===== src/rtl/fb_access_arbiter.sv =====
// fb_access_arbiter: owns the single frame-buffer RAM port. The display fetch
// path always wins the port. Paint requests are read-modify-write nibble
// merges that slip into the cycles the display leaves free.
// Optional feature macro: FB_CLEAR_EN (full-screen fill state machine).
module fb_access_arbiter #(
    parameter int H_ACTIVE       = 640,
    parameter int DRAW_TOP       = 80,
    parameter int DRAW_BOTTOM    = 480,
    parameter int WORDS_PER_LINE = 160
) (
    input  logic        clk,
    input  logic        rst_n,
    input  logic        disp_req,
    input  logic [15:0] disp_addr,
    output logic [15:0] disp_word,
    output logic        disp_valid,
    input  logic        pnt_req,
    input  logic [10:0] pnt_x,
    input  logic [10:0] pnt_y,
    input  logic [3:0]  pnt_color,
    output logic        pnt_ack,
    output logic        pnt_err,
    output logic [15:0] mem_addr,
    output logic        mem_we,
    output logic [15:0] mem_wdata,
    input  logic [15:0] mem_rdata,
    output logic        busy,
    input  logic        clear_req,
    input  logic [3:0]  clear_color,
    output logic        clear_done
);

    localparam int LAST_ADDR = WORDS_PER_LINE * (DRAW_BOTTOM - DRAW_TOP) - 1;

`ifdef FB_CLEAR_EN
    typedef enum logic [2:0] {S_IDLE, S_RD, S_WAIT, S_WR, S_ACK, S_ERR, S_CLEAR} state_t;
`else
    typedef enum logic [2:0] {S_IDLE, S_RD, S_WAIT, S_WR, S_ACK, S_ERR} state_t;
`endif

    state_t      state_q, state_d;
    logic [15:0] addr_q, addr_d;
    logic [1:0]  nib_q, nib_d;
    logic [3:0]  color_q, color_d;
    logic [15:0] merge_q, merge_d;
    logic        disp_flag_q;
    logic [15:0] disp_word_q;
    logic        ack_q, ack_d;
    logic        err_q, err_d;
    logic        done_q, done_d;
    logic [15:0] cnt_q, cnt_d;
    logic [3:0]  ccolor_q, ccolor_d;

    logic [15:0] row16;
    logic [15:0] paint_addr;
    logic        out_of_range;

    // Replace nibble n of a word with the paint colour.
    function automatic logic [15:0] merge_nibble(input logic [15:0] w, input logic [1:0] n,
                                                 input logic [3:0] c);
        logic [15:0] r;
        r = w;
        r[{n, 2'b00} +: 4] = c;
        return r;
    endfunction

    // Word address and range check for the requested pixel; row*160 as shift-add.
    always_comb begin
        row16        = {5'b0, pnt_y - 11'(DRAW_TOP)};
        paint_addr   = (row16 << 7) + (row16 << 5) + {7'b0, pnt_x[10:2]};
        out_of_range = (pnt_y < 11'(DRAW_TOP)) || (pnt_y >= 11'(DRAW_BOTTOM)) ||
                       (pnt_x >= 11'(H_ACTIVE));
    end

    // Next-state logic and RAM port multiplexing; display always owns the port when requesting.
    always_comb begin
        state_d   = state_q;
        addr_d    = addr_q;
        nib_d     = nib_q;
        color_d   = color_q;
        merge_d   = merge_q;
        ack_d     = 1'b0;
        err_d     = 1'b0;
        done_d    = 1'b0;
        cnt_d     = cnt_q;
        ccolor_d  = ccolor_q;
        mem_addr  = 16'h0000;
        mem_we    = 1'b0;
        mem_wdata = 16'h0000;
        if (disp_req) mem_addr = disp_addr;
        case (state_q)
            S_IDLE: begin
`ifdef FB_CLEAR_EN
                if (clear_req) begin
                    cnt_d    = 16'h0000;
                    ccolor_d = clear_color;
                    state_d  = S_CLEAR;
                end else
`endif
                // ack_q high means the requester has not yet dropped the old request
                if (pnt_req && !ack_q) begin
                    addr_d  = paint_addr;
                    nib_d   = pnt_x[1:0];
                    color_d = pnt_color;
                    state_d = out_of_range ? S_ERR : S_RD;
                end
            end
            S_RD: begin
                if (!disp_req) begin
                    mem_addr = addr_q;
                    state_d  = S_WAIT;
                end
            end
            S_WAIT: begin
                // rdata here is the paint read; a display grant now returns next cycle
                merge_d = merge_nibble(mem_rdata, nib_q, color_q);
                state_d = S_WR;
            end
            S_WR: begin
                if (!disp_req) begin
                    mem_addr  = addr_q;
                    mem_we    = 1'b1;
                    mem_wdata = merge_q;
                    state_d   = S_ACK;
                end
            end
            S_ACK: begin
                ack_d   = 1'b1;
                state_d = S_IDLE;
            end
            S_ERR: begin
                ack_d   = 1'b1;
                err_d   = 1'b1;
                state_d = S_IDLE;
            end
`ifdef FB_CLEAR_EN
            S_CLEAR: begin
                if (!disp_req) begin
                    mem_addr  = cnt_q;
                    mem_we    = 1'b1;
                    mem_wdata = {4{ccolor_q}};
                    if (cnt_q == 16'(LAST_ADDR)) begin
                        done_d  = 1'b1;
                        state_d = S_IDLE;
                    end else begin
                        cnt_d = cnt_q + 16'd1;
                    end
                end
            end
`endif
            default: state_d = S_IDLE;
        endcase
    end

    // State and datapath registers; reset discards any operation in flight.
    always_ff @(posedge clk or negedge rst_n) begin
        if (!rst_n) begin
            state_q     <= S_IDLE;
            addr_q      <= 16'h0000;
            nib_q       <= 2'b00;
            color_q     <= 4'h0;
            merge_q     <= 16'h0000;
            disp_flag_q <= 1'b0;
            disp_word_q <= 16'h0000;
            ack_q       <= 1'b0;
            err_q       <= 1'b0;
            done_q      <= 1'b0;
            cnt_q       <= 16'h0000;
            ccolor_q    <= 4'h0;
        end else begin
            state_q     <= state_d;
            addr_q      <= addr_d;
            nib_q       <= nib_d;
            color_q     <= color_d;
            merge_q     <= merge_d;
            disp_flag_q <= disp_req;
            if (disp_flag_q) disp_word_q <= mem_rdata;
            ack_q       <= ack_d;
            err_q       <= err_d;
            done_q      <= done_d;
            cnt_q       <= cnt_d;
            ccolor_q    <= ccolor_d;
        end
    end

    // Display word is live during the valid pulse and held afterwards.
    always_comb begin
        disp_valid = disp_flag_q;
        disp_word  = disp_flag_q ? mem_rdata : disp_word_q;
        pnt_ack    = ack_q;
        pnt_err    = err_q;
`ifdef FB_CLEAR_EN
        busy       = (state_q == S_RD) || (state_q == S_WAIT) || (state_q == S_WR) ||
                     (state_q == S_CLEAR);
        clear_done = done_q;
`else
        busy       = (state_q == S_RD) || (state_q == S_WAIT) || (state_q == S_WR);
        clear_done = 1'b0;
`endif
    end

`ifndef FB_CLEAR_EN
    logic        unused_clear;
    logic [15:0] unused_last;
    assign unused_clear = ^{clear_req, clear_color, done_q, cnt_q, ccolor_q};
    assign unused_last  = 16'(LAST_ADDR);
`endif

endmodule


===== config.mk =====
export PLATFORM = sky130hd
export DESIGN_NAME = fb_access_arbiter
export DESIGN_NICKNAME = d
export VERILOG_FILES = /design/src/rtl/fb_access_arbiter.sv
export SDC_FILE = /design/constraint.sdc
export NUM_CORES = 1
export LEC_CHECK = 0
export CORE_MARGIN = 2
export CORE_UTILIZATION = 40
export DETAILED_ROUTE_END_ITERATION = 8
export GPL_ROUTABILITY_DRIVEN = 1
export PLACE_DENSITY_LB_ADDON = 0.1
export SLEW_MARGIN = 20
export SYNTH_ARGS = -nofsm -noshare
export SYNTH_HDL_FRONTEND = slang
export SYNTH_SLANG_ARGS = --single-unit

===== constraint.sdc =====
create_clock -name clk -period 2.8 [get_ports clk]
set_input_delay 0.28 -clock clk [delete_from_list [all_inputs] [get_ports clk]]
set_output_delay 0.28 -clock clk [all_outputs]
set_load 0.02 [all_outputs]

==> impl_results.md <==
* Startpoint Class: input pin
* Synth unique cells at 43
* # nets final at 586
* PnR Total Power at 4.01 mW
* Die area at 0.00944 mm^2
* Design area at 0.00506 mm^2
* DRC viols at 0
* Ys async rst share at 100%
* Chip width at 97.1 um
* WP data required at 3.02 ns
* Vias per Instance at 4.94
* Final Hold Viols at 0
* CTS tree: built
* Post-synthesis sequential area ratio at 43.3%
* First-pass GRT wire length at 14.8 mm
* Leakage at 2.29 nW
* TritonCTS Buffers at 9
* RSZ-0062 raised after global routing: false
* Max clock buf depth at 2
* Worst Path Class, Setup: input pin to register
* Placement Rows at 33
* Most numerous cell in the Yosys netlist: dfrtp_1
* Main synth FF type: dfrtp_1
* Worst skew pair latency at 0.35 ns
* Wirelength, routed at 8.77 mm
* PD cells at 793 mW/mm^2
* Worst Skew at 0.00858 ns
* Area of the core at 0.00830 mm^2
* Post-DP Area at 0.00485 mm^2
* Yosys top cell by area: dfrtp_1
* Maximum vdd ir drop at 0.000437 V
* Fmax at 382 MHz
* Crit path time final at 2.62 ns
* Min Hold Slack at 0.387 ns
* Clock sink count at 60
* Slew Viols, Final at 0
* Final setup viols at 0
* Root Driver: clkbuf_8
* Syn Nets at 452
* Cell Area, Synth at 0.00347 mm^2
* Min-delay worst type: input pin to async pin
* CTS H-tree depth at 3
* Initial antenna violation count at 0
* Post-Layout Cell Count at 601
* Worst-margin pin slew at 0.672 ns
* DRT Pass-1 Iters at 4
* Largest net degree at the start of global routing at 33
* Via count at 2,970
* Yosys warning total at 0
* Data arrival, critical path at 2.84 ns
* Final period util at 93.4%
* Synth top area cells: dfrtp_1 (43%), ha_1 (8.7%), a21oi_1 (5.5%)
* 1st-iter DRT viols at 134
* Share of the synthesized area in the top cell type at 43.3%
* Layout cell share with drive strength beyond 1 at 12.9%
* Post-detailed-route wirelength per cell at 14.6 um
* Synthesis-to-finish area growth at 45.9%
* I/O pin count at 121
* Post-synth EDFFs at 0
* Clock transition at path regs at 0.07 ns
* Initial Utilization at 41.8%
* Rel. slew slack at 54.5%
* IO buf count at 114
* DPL Wire Length at 6.88 mm
* Chip height at 97.1 um
* Synth cell count leaders: dfrtp_1 (60), nand2_1 (48), a21oi_1 (38)
* Mean post-synth cell area at 9.69 um^2
* Status: completed
* Final setup TNS at 0 ns
* Final ANT Viol Nets at 0
* # diodes at 0
* Mapped Cells at 358
* Dpl cells at 585
* GR Overflow Total at 0
* Max cap viols at 0
* Largest fanout on the critical path at 2
* GRT Total Usage at 19.6%
* Crit path capture type: register
* Number of global-route vias before repair at 2,964
* Reg2Reg Depth at 5
* Routability congestion estimate at 0.857
* Post-synthesis register bit count at 60
==> power by group <==
group          total [mW]  internal [mW]  leakage (nW)  switching (mW)
combinational        1.78          0.856          1.49           0.926
sequential           1.46           1.19         0.712           0.274
clock               0.765          0.428        0.0914           0.336
total                4.01           2.48          2.29            1.54
==> placed cells by master, fill, tap and decap left out, types with 3 or more instances in the layout <==
| cell type | n |
|---|---|
| a21o_1 | 4 |
| a21oi_1 | 37 |
| a22o_1 | 16 |
| and2b_1 | 3 |
| and3_1 | 16 |
| buf_4 | 26 |
| clkbuf_8 | 10 |
| clkdlybuf4s50_1 | 113 |
| dfrtp_1 | 60 |
| fa_1 | 3 |
| ha_1 | 24 |
| inv_1 | 12 |
| mux2_2 | 16 |
| nand2_1 | 48 |
| nor2_1 | 25 |
| nor2b_1 | 18 |
| nor3_1 | 5 |
| o21ai_0 | 9 |
| xnor2_1 | 12 |
==> state kept, by name (all words and copies together) (netlist names) <==
name / flops
addr_q: 16
color_q: 4
disp_valid: 1
disp_word_q: 16
merge_q: 16
nib_q: 2
pnt_ack: 1
pnt_err: 1
state_q: 3
==> final timing paths <==
kind                       startpoint        endpoint  slack, ns
max                          pnt_y[4]      addr_q[15]       0.18
min                             rst_n       addr_q[4]       0.39
max reg2reg                  nib_q[0]     merge_q[14]       0.81
min reg2reg                 addr_q[1]       addr_q[1]       0.48
max in group asynchronous       rst_n  disp_word_q[8]       1.74
min in group clk             pnt_x[2]       addr_q[0]       0.45
==> timing repair <==
action,in CTS,in global routing
hold buffers,1,0
endpoints found under the setup margin,0,1
endpoints found under the hold margin,17,0
buffers inserted,0,0
resized for setup,0,3
==> worst max-delay path: stages <==
cell,delay (ns)
clkdlybuf4s50_1,0.41
inv_1,0.08
ha_1,0.18
inv_1,0.06
a21oi_2,0.16
xor2_1,0.17
ha_1,0.25
ha_1,0.30
nand3_1,0.11
or3b_2,0.46
o21a_1,0.19
xnor2_1,0.13
o21ai_1,0.07
==> per-layer routing <==
layer / track usage (%) / share of wire (%) / routed length [um] / vias to the layer above
li1: - / - / - / 1496
met1: 28.0 / 48 / 4220 / 1378
met2: 28.8 / 44 / 3890 / 85
met3: 5.97 / 6.2 / 545 / 11
met4: 5.85 / 1.3 / 112 / 0
met5: 0 / 0 / 0 / -
==> area by class of cell <==
type / instances / area (um^2)
clock inverter: 4 / 50.0
clock buffer: 11 / 141
inverter: 12 / 45.0
fill: 734 / 3240
tap: 105 / 131
sequential: 60 / 1500
multi-input combinational: 268 / 1850
timing repair buffer: 141 / 1340
==> cells by family after synthesis <==
group / Yosys count / share of synthesized area [%]
other cells: 1 / 0.108
simple gates: 128 / 18.6
mux: 17 / 5.48
buf+inv: 30 / 3.71
flops: 60 / 43.3
xor+xnor: 15 / 3.79
fa+ha+maj: 27 / 10.4
compound gates: 80 / 14.6
==> through the flow <==
step           utilization [%]  setup WS (ns)
3_3_place_gp              58.4         -0.178
2_1_floorplan                -          0.244
4_1_cts                   60.8          0.124
5_1_grt                   61.0         0.0349
3_5_place_dp              58.4         -0.231
6_report                  61.0          0.184
Power figures use the tool's default switching activity.
